`config.mk`:
```
export PLATFORM = sky130hd
export DESIGN_NAME = game_flow_fsm
export DESIGN_NICKNAME = d
export VERILOG_FILES = /design/src/rtl/game_flow_fsm.sv
export SDC_FILE = /design/constraint.sdc
export NUM_CORES = 1
export LEC_CHECK = 0
export CAP_MARGIN = 30
export CORE_MARGIN = 2
export CORE_UTILIZATION = 48
export CTS_CLUSTER_DIAMETER = 30
export DETAILED_ROUTE_END_ITERATION = 10
export PLACE_DENSITY = 0.68
export SETUP_SLACK_MARGIN = 0.15
export SYNTH_ARGS = -nofsm -noshare
export SYNTH_HDL_FRONTEND = slang
export SYNTH_SLANG_ARGS = --single-unit
```
`constraint.sdc`:
```
create_clock -name clk_i -period 3.7 [get_ports clk_i]
set_input_delay 0.74 -clock clk_i [delete_from_list [all_inputs] [get_ports clk_i]]
set_output_delay 0.74 -clock clk_i [all_outputs]
set_load 0.02 [all_outputs]
```
`src/rtl/game_flow_fsm.sv`:
```
`default_nettype none
// game_flow_fsm: top-level game sequencer tracking world, level and lives,
// with fixed-length banner states and a one-cycle level reload strobe.
module game_flow_fsm #(
    parameter int LEVELS_PER_WORLD = 4,
    parameter int NUM_WORLDS       = 4,
    parameter int START_LIVES      = 3,
    parameter int MAX_LIVES        = 9,
    parameter int HOLD_CYCLES      = 100000000
) (
    input  logic       clk_i,
    input  logic       rst_ni,
    input  logic       start_btn_i,
    input  logic       level_complete_i,
    input  logic       player_died_i,
    output logic [2:0] game_status_o,
    output logic [1:0] world_o,
    output logic [2:0] level_o,
    output logic [3:0] lives_o,
    output logic       level_load_o,
    output logic       playing_o
);

    localparam int         CW         = (HOLD_CYCLES > 1) ? $clog2(HOLD_CYCLES) : 1;
    localparam logic [CW-1:0] HOLD_LAST = CW'(HOLD_CYCLES - 1);
    localparam logic [2:0] LAST_LEVEL = 3'(LEVELS_PER_WORLD - 1);
    localparam logic [1:0] LAST_WORLD = 2'(NUM_WORLDS - 1);
    localparam logic [3:0] LIVES_INIT = 4'(START_LIVES);
    localparam logic [3:0] LIVES_MAX  = 4'(MAX_LIVES);

    typedef enum logic [2:0] {
        ST_START     = 3'd0,
        ST_PLAY      = 3'd1,
        ST_LEVEL_INC = 3'd2,
        ST_WORLD_INC = 3'd3,
        ST_LIVES_INC = 3'd4,
        ST_LOSE      = 3'd5,
        ST_WIN       = 3'd6,
        ST_RESPAWN   = 3'd7
    } state_e;

    state_e        state_q, state_d;
    logic [1:0]    world_q, world_d;
    logic [2:0]    level_q, level_d;
    logic [3:0]    lives_q, lives_d;
    logic          load_q, load_d;
    logic [CW-1:0] cnt_q, cnt_d;
    logic [2:0]    sync_q;
    logic          start_pulse;
    logic          hold_state;
    logic          hold_done;

    // sync_q[0..1] form the synchronizer; sync_q[2] is the edge-detect history
    assign start_pulse = sync_q[1] & ~sync_q[2];
    assign hold_state  = (state_q == ST_LEVEL_INC) || (state_q == ST_WORLD_INC) ||
                         (state_q == ST_LIVES_INC) || (state_q == ST_RESPAWN);
    assign hold_done   = (cnt_q == HOLD_LAST);

    always_comb begin
        state_d = state_q;
        world_d = world_q;
        level_d = level_q;
        lives_d = lives_q;
        load_d  = 1'b0;
        case (state_q)
            ST_START: begin
                if (start_pulse) begin
                    world_d = 2'd0;
                    level_d = 3'd0;
                    lives_d = LIVES_INIT;
                    state_d = ST_PLAY;
                    load_d  = 1'b1;
                end
            end
            ST_PLAY: begin
                // The reload cycle masks both gameplay inputs.
                if (!load_q) begin
                    if (level_complete_i) begin
                        if (level_q < LAST_LEVEL)      state_d = ST_LEVEL_INC;
                        else if (world_q < LAST_WORLD) state_d = ST_WORLD_INC;
                        else                           state_d = ST_WIN;
                    end else if (player_died_i) begin
                        lives_d = lives_q - 4'd1;
                        state_d = (lives_q == 4'd1) ? ST_LOSE : ST_RESPAWN;
                    end
                end
            end
            ST_LEVEL_INC: begin
                if (hold_done) begin
                    level_d = level_q + 3'd1;
                    state_d = ST_PLAY;
                    load_d  = 1'b1;
                end
            end
            ST_WORLD_INC: begin
                if (hold_done) begin
                    world_d = world_q + 2'd1;
                    level_d = 3'd0;
                    state_d = ST_LIVES_INC;
                end
            end
            ST_LIVES_INC: begin
                if (hold_done) begin
                    if (lives_q < LIVES_MAX) lives_d = lives_q + 4'd1;
                    state_d = ST_PLAY;
                    load_d  = 1'b1;
                end
            end
            ST_RESPAWN: begin
                if (hold_done) begin
                    state_d = ST_PLAY;
                    load_d  = 1'b1;
                end
            end
            ST_LOSE, ST_WIN: begin
                if (start_pulse) state_d = ST_START;
            end
            default: state_d = ST_START;
        endcase

        if (!hold_state || (state_d != state_q)) cnt_d = '0;
        else                                     cnt_d = cnt_q + 1'b1;
    end

    always_ff @(posedge clk_i or negedge rst_ni) begin
        if (!rst_ni) begin
            state_q <= ST_START;
            world_q <= 2'd0;
            level_q <= 3'd0;
            lives_q <= LIVES_INIT;
            load_q  <= 1'b0;
            cnt_q   <= '0;
            sync_q  <= 3'b000;
        end else begin
            state_q <= state_d;
            world_q <= world_d;
            level_q <= level_d;
            lives_q <= lives_d;
            load_q  <= load_d;
            cnt_q   <= cnt_d;
            sync_q  <= {sync_q[1:0], start_btn_i};
        end
    end

    assign game_status_o = state_q;
    assign world_o       = world_q;
    assign level_o       = level_q;
    assign lives_o       = lives_q;
    assign level_load_o  = load_q;
    assign playing_o     = (state_q == ST_PLAY);

endmodule
`default_nettype wire

```
# Word-level counts from Yosys, hierarchy flattened
# Cells that the tools add are included.
# word_totals
register_bits	43
latch_bits	0
ramBits	0
rom_bits	0
output_inout_bits	14
memories	0
# classes
n_addsub	5
multipliers	0
div_mod_pow	0
n_lt_le_gt_ge	3
eq_ne	18
shift	0
mux	29
n_bitwise	2
n_reduce_logical	14
# ops
cell	count
$mux 3	12
$add 27x1->27 const B	1
$eq 27x27->1 const B	1
$mux 27	1
$mux 4	6
$pmux 3 s5	1
$ne 2x2->1 const B	7
$eq 3x3->1 const B	4
$pmux 4 s3	1
$pmux 3 s3	1
$reduce_and 7->1	1
$eq 3x2->1 const B	2
$mux 2	3
$reduce_bool 3->1	2
$add 4x1->4 const B	1
$eq 4x1->1 const B	1
$logic_or 1x1->1	4
$lt 4x4->1 const B	1
$pmux 2 s2	1
$reduce_and 4->1	1
$sub 4x1->4 const B	1
$add 3x1->3 const B	1
$eq 3x1->1 const B	1
$logic_not 3->1	1
other kinds (14)	15

# Longest topological paths before layout
# Gate-level depths: netlist of run 1.
# logic_depth
ltp_word	9
mapped_depth	8
ltp_nobuf	7

# Worst setup path before layout of run 1
# No wires, ideal clock.
# synth_path
path_kind	register -> register
from	register cnt_q[9]
to	register cnt_q[18]
setup_time_ns	0.119
arrival_ns	2.180
t_required_ns	3.581
slack_ns	1.401
stages_incl_launch_ff	7
path_buffers	1
synth_period_minus_slack_ns	2.299
cell_sequence	dfrtp_1 -> or4_4 -> or4_4 -> o211a_1 -> o22ai_4 -> buf_6 -> nor2_1
# synth_between
elab_chain_cells	6
word_cells_on_any_way	8
cone_classes	add/sub: 1; eq/ne: 2; mux: 4; reduce/logical: 1
# synth_lines
element	line	text
from (decl)	47	logic [CW-1:0] cnt_q, cnt_d;
from (signal assigned)	140	cnt_q <= cnt_d;
$eq 27x27->1	57	assign hold_done = (cnt_q == HOLD_LAST);
$mux 3 (on tied branches)	--	
$pmux 3 s5	65	case (state_q)
$ne 3x3->1	121	if (!hold_state || (state_d != state_q)) cnt_d = '0;
$logic_or 1x1->1	121	
$mux 27 *	121	
net cnt_d[18]	47	
# Mark *: on every way through the listed nets, which the timed path passes. The rest lies on a longest branch.
# A chain may end at the register's enable or synchronous reset.

# Worst setup path after layout of run 1
# layout_path
from	register state_q[1] (netlist: game_status_o[1])
to	output port playing_o
# layout_between
elab_chain_cells	1
# layout_lines
element	line	text
from (decl)	42	state_e state_q, state_d;
from (signal assigned)	135	state_q <= state_d;
$eq 3x1->1	150	assign playing_o = (state_q == ST_PLAY);
to (decl)	21	output logic playing_o
# No other way between the ends.

==> impl_metrics.py, run 1 <==
metrics = {
    "timing": {
        "tns_ps": 0,
        "rsz0062_at_grt": "false",
        "drv_slew": 0,
        "min_period_over_period_pct": 75.84,
        "finalHoldViolations": 0,
        "max_slew_margin_pct": 51.43,
        "tightestPinTransition_ps": 728.5,
        "finalSetupViolations": 0,
        "fin_ws_ps": 893.9,
        "fin_crit_ps": 2806,
        "timing.fmax_mhz": 356.4,
        "fin_skew_ps": 9.589,
    },
    "power_and_ir_drop": {
        "power_density_nw_per_um2": 500.4,
        "power_uw": 1402,
        "p_leak_uw": 0.001124,
        "peakVddDrop_v": 0.0003355,
    },
    "synthesis": {
        "synth_edf_count": 0,
        "synth-async-reset-ratio_pct": 100.0,
        "synth_cell_types": 48,
        "ys_ff_latch": 43,
        "yosys_warnings": 0,
        "ys_seq_area_share_pct": 43.89,
        "avgSynthCellArea_um2": 9.068,
        "syn_inst": 271,
        "synthFlopType": "dfrtp_1",
        "netlist_area_um2": 2457,
        "synth_fp_nets": 282,
    },
    "final_layout": {
        "final_cell_mix": "nor2_1, dfrtp_1, nand2_1",
        "diodes": 0,
        "syn2layout_area_growth_pct": 14.00,
        "nets": 304,
        "layout-drive-gt1-share_pct": 7.143,
        "fill_cells": 488,
        "final_common_cell": "nor2_1",
    },
    "routing": {
        "routed_wl_um": 4898,
        "via_per_inst": 5.431,
        "ant_nets": 0,
        "drtPass1Iterations": 5,
        "wl_per_cell_um": 13.46,
        "drt-initial-drc-count": 145,
        "vias": 1977,
        "drc": 0,
    },
    "clocking": {
        "cts_root_buf": "clkbuf_8",
        "cts.sinks": 43,
        "cts_resized": 0,
        "htreeDepth": 2,
        "cts.path.max_buffers": 2,
        "hold_buffers": 0,
        "cts_made_buffers": 5,
        "clkLatencyLatePin_ps": 300,
        "cts_setup_buffers": 0,
        "cts_tree": "yes",
        "path_clk_slew_ps": 90,
    },
    "grt": {
        "grt_pass1_wl_um": 8473,
        "grt_pass1_vias": 1896,
        "grtUsageTotal_pct": 19.28,
        "grt_max_degree": 37,
        "antenna_found_initial": 0,
        "grt_overflow": 0,
    },
    "critical_path": {
        "crit_path_start_kind": "register",
        "cp_max_fo": 16,
        "critPathCaptureType": "primary output",
        "crit_chain": "nor2_1 -> nand2_1 -> inv_1 -> clkdlybuf4s50_1",
        "worstSetupPathType": "register to primary output",
        "cp_slowest_cell": "clkdlybuf4s50_1",
        "cpPeakStageDelay_ps": 620,
        "cp_data_arrival_time_ps": 2070,
        "cp_data_required_time_ps": 2960,
    },
    "die": {
        "rows": 26,
        "die_area_um2": 5708,
        "start_util_pct": 49.05,
        "core_area_um2": 5010,
        "pin_count": 19,
        "die_h_um": 75.55,
        "die_w_um": 75.55,
    },
    "worst_hold_path": {
        "hold_class": "input pin to async pin",
    },
    "place": {
        "dp_slack_ps": 780.0,
        "placement.io_buffers": 18,
        "place.detailed.hpwl_um": 3392,
        "gp_congestion": 0.8970,
    },
    "run": {
        "drv_cap": 0,
    },
    "status": {
        "status": "finished, final reports clean",
    },
}
-- per-layer routing --
layer  track usage [%]  routed length (um)
met1             25.38                2356
met2             30.72                2282
met5                 0                   0
met3             4.894                 203
met4             7.407                  55
-- critical path, delay by kind of cell (launching register included) --
kind	cells	cell delay (ps)
buf+inv	2	760
flops	1	580
simple gates	2	440
-- where the power goes --
group | total [uW] | internal, uW | switching [uW]
Sequential | 794 | 626 | 168
Clock | 289 | 129 | 160
Combinational | 319 | 174 | 145
-- flip-flops by register name (all words and copies together) (netlist names) --
register / flops
cnt_q: 27
lives_o: 4
game_status_o: 3
level_o: 3
sync_q: 3
world_o: 2
level_load_o: 1
-- Yosys cell counts, types with 2 or more instances --
cell type,number,area (um^2)
buf_6,2,22.52
nand4_1,7,43.79
a21oi_1,12,60.06
nor4_1,2,12.51
clkbuf_1,4,15.01
nor2b_1,3,18.77
ha_1,6,75.07
or3_1,3,18.77
nor3_1,8,40.04
o2bb2ai_1,2,17.52
inv_1,15,56.30
and2_1,4,25.02
dfstp_2,2,52.55
nand3_1,8,40.04
nand2b_1,4,25.02
nor4bb_1,2,20.02
xor2_1,6,52.55
and4_1,5,43.79
or4_4,2,22.52
o22ai_1,2,12.51
a32o_1,2,20.02
and3_1,4,25.02
xnor2_1,20,175.2
dfrtp_1,41,1026
o21ai_0,13,65.06
nor2_1,45,168.9
nand2_1,26,97.59
-- logic make-up (layout without fill, tap and decap cells) --
| group | Yosys count | after routing | share of synthesized area [%] |
|---|---|---|---|
| and+or+nand+nor | 129 | 129 | 26.83 |
| AOI/OAI and AO/OA | 44 | 44 | 12.27 |
| DFF | 43 | 43 | 43.89 |
| xor gates and xnor gates | 26 | 26 | 9.267 |
| buffers and inverters | 21 | 44 | 3.818 |
| adders and majority gates | 6 | 6 | 3.055 |
| muxes | 2 | 2 | 0.8656 |
-- final cells by class --
type                       count  area, um^2  area share, %
clock buffer                   5       68.82          2.456
clock inverter                 3       15.01         0.5360
inverter                      15       56.30          2.010
multi-input combinational    207        1285          45.87
sequential                    43        1079          38.50
tap                           70       87.58          3.126
timing repair buffer          21       210.2          7.503
-- stage by stage --
step           util (%)  instance area (um^2)  instances  hold slack (ps)
2_1_floorplan         -                  2457        271            331.2
3_3_place_gp      53.85                  2698        355            337.8
3_5_place_dp      54.25                  2718        356            337.0
4_1_cts           55.92                  2801        364            286.8
5_1_grt           55.92                  2801        364            283.1
6_report          55.92                  2801        364            279.0
-- final timing paths --
path,startpoint,end,slack [ps],cells past startpoint
worst max-delay path,game_status_o[1],playing_o,890,4
max in group asynchronous,rst_ni,lives_o[1],2910,2
worst max register to register,cnt_q[0],cnt_q[23],950,7
worst min register to register,sync_q[0],sync_q[1],360,0
worst min-delay path,rst_ni,sync_q[2],280,1
min in group clk_i,sync_q[0],sync_q[1],360,0
(Power assumes the default switching activity.)
==> run 2: changes to the inputs <==
Clock period 3.7 ns to 2.9 ns, I/O delays scaled along.
==> run 2 against run 1 <==
Sequential power increased by 27%. Worst setup slack got worse by 600 ps. Cell count increased by 1.1%. Flip-flop and latch count unchanged. Largest cell class unchanged. Non-clock buffer count increased by 3. Critical path type is now register to register.
==> impl_metrics.py, run 2 (synthesis gave the netlist of run 1 again) <==
metrics = {
    "final_layout": {
        "layout-drive-gt1-share_pct": 8.389,
        "diodes": 0,
        "largest_register": "cnt_q",
        "fin_util_pct": 57.29,
        "largest_reg_flops": 27,
        "fill_cells": 475,
        "syn2layout_area_growth_pct": 16.80,
        "nets": 308,
        "final_cell_mix": "nor2_1, dfrtp_1, nand2_1",
        "seq_area_um2": 1079,
        "final_common_cell": "nor2_1",
        "multi_input_area_um2": 1297,
    },
    "power_and_ir_drop": {
        "peakVddDrop_v": 0.0004435,
        "p_leak_uw": 0.001156,
        "power_density_nw_per_um2": 667.8,
    },
    "critical_path": {
        "rr_worst_depth": 5,
        "cp_max_fo": 13,
        "reg2reg_from": "cnt_q[9]",
        "cp_data_required_time_ps": 3050,
        "r2r_setup_slack_ps": 300,
        "worstSetupPathType": "register to register",
        "crit_path_start_kind": "register",
        "r2r-end": "cnt_q[16]",
        "cp_data_arrival_time_ps": 2760,
        "critPathLaunch": "cnt_q[9]",
        "critPathCaptureType": "register",
    },
    "timing": {
        "fin_skew_ps": 9.875,
        "tightestPinTransition_ps": 708.3,
        "timing.fmax_mhz": 383.9,
        "drv_slew": 0,
        "max_slew_margin_pct": 52.46,
        "fin_crit_ps": 2605,
        "tns_ps": 0,
        "fin_ws_ps": 295.3,
        "finalSetupViolations": 0,
        "rsz0062_at_grt": "false",
        "finalHoldViolations": 0,
        "min_period_over_period_pct": 89.82,
    },
    "clocking": {
        "path_clk_slew_ps": 80,
        "cts_resized": 0,
        "cts.path.max_buffers": 2,
        "cts_made_buffers": 5,
        "cts.sinks": 43,
        "cts_tree": "yes",
        "htreeDepth": 2,
        "cts_setup_buffers": 0,
        "clkLatencyLatePin_ps": 290,
        "cts_root_buf": "clkbuf_8",
        "hold_buffers": 0,
    },
    "routing": {
        "routed_wl_um": 5089,
        "drc": 0,
        "drt-initial-drc-count": 142,
        "ant_nets": 0,
        "via_per_inst": 5.345,
        "drtPass1Iterations": 4,
        "vias": 1967,
        "wl_per_cell_um": 13.83,
    },
    "grt": {
        "grt_overflow": 0,
        "met1_usage_pct": 26.19,
        "antenna_found_initial": 0,
        "grtUsageMet2_pct": 30.63,
        "grt_pass1_vias": 1817,
        "grtUsageTotal_pct": 19.15,
        "globalRouteMet3Util_pct": 4.101,
        "top_usage_layer": "met2",
        "grt_max_degree": 44,
        "grt_pass1_wl_um": 8307,
    },
    "die": {
        "start_util_pct": 49.05,
        "pin_count": 19,
        "rows": 26,
        "core_area_um2": 5010,
        "die_area_um2": 5708,
        "die_w_um": 75.55,
        "die_h_um": 75.55,
    },
    "run": {
        "drv_cap": 0,
    },
    "place": {
        "dp_slack_ps": 159.4,
        "place.detailed.hpwl_um": 3364,
        "gp_congestion": 0.8702,
        "placement.io_buffers": 18,
    },
    "worst_hold_path": {
        "hold_class": "input pin to async pin",
    },
    "status": {
        "status": "finished, final reports clean",
    },
}
-- run 2: how the worst max path moves through the flow --
stage	end	slack (ps)	cells after the start
after detailed placement	cnt_q[23]	160	7
after global routing	lives_o[3]	150	6
after CTS	cnt_q[3]	190	5
after global placement	cnt_q[22]	200	7
final	cnt_q[16]	300	5
after floorplan	cnt_q[18]	600	6
-- run 2: through the flow --
stage	hold WS (ps)	total power, uW	std cells	cell area [um^2]
2_1_floorplan	284.4	1320	271	2457
3_3_place_gp	337.6	1417	358	2720
3_5_place_dp	336.3	1440	358	2720
4_1_cts	366.1	1924	366	2838
5_1_grt	209.8	2045	368	2870
6_report	193.9	1917	368	2870
-- run 2: cell type report --
type | instances | share of cell area, %
Clock buffer | 6 | 2.877
Clock inverter | 2 | 1.221
Inverter | 15 | 1.962
Multi-Input combinational cell | 208 | 45.20
Sequential cell | 43 | 37.58
Tap cell | 70 | 3.051
Timing Repair Buffer | 24 | 8.108
-- run 2: metal layers --
metal | vias up | part of all wire [%]
li1 | 996 | -
met1 | 935 | 50
met2 | 32 | 46
met3 | 4 | 3.2
met4 | 0 | 0.79
met5 | - | 0
-- run 2: critical path: stages (launching register included) --
cell and delay (ps):
dfrtp_1 420, or4_4 570, or4_4 560, o211a_1 280
o22ai_2 520, nor2_1 120
-- run 2: report_power, final --
group / leakage, uW / switching [uW] / total (uW) / internal [uW]
Combinational: 0.000586 / 197 / 424 / 227
Clock: 0.0000612 / 203 / 481 / 279
Sequential: 0.000508 / 214 / 1010 / 798
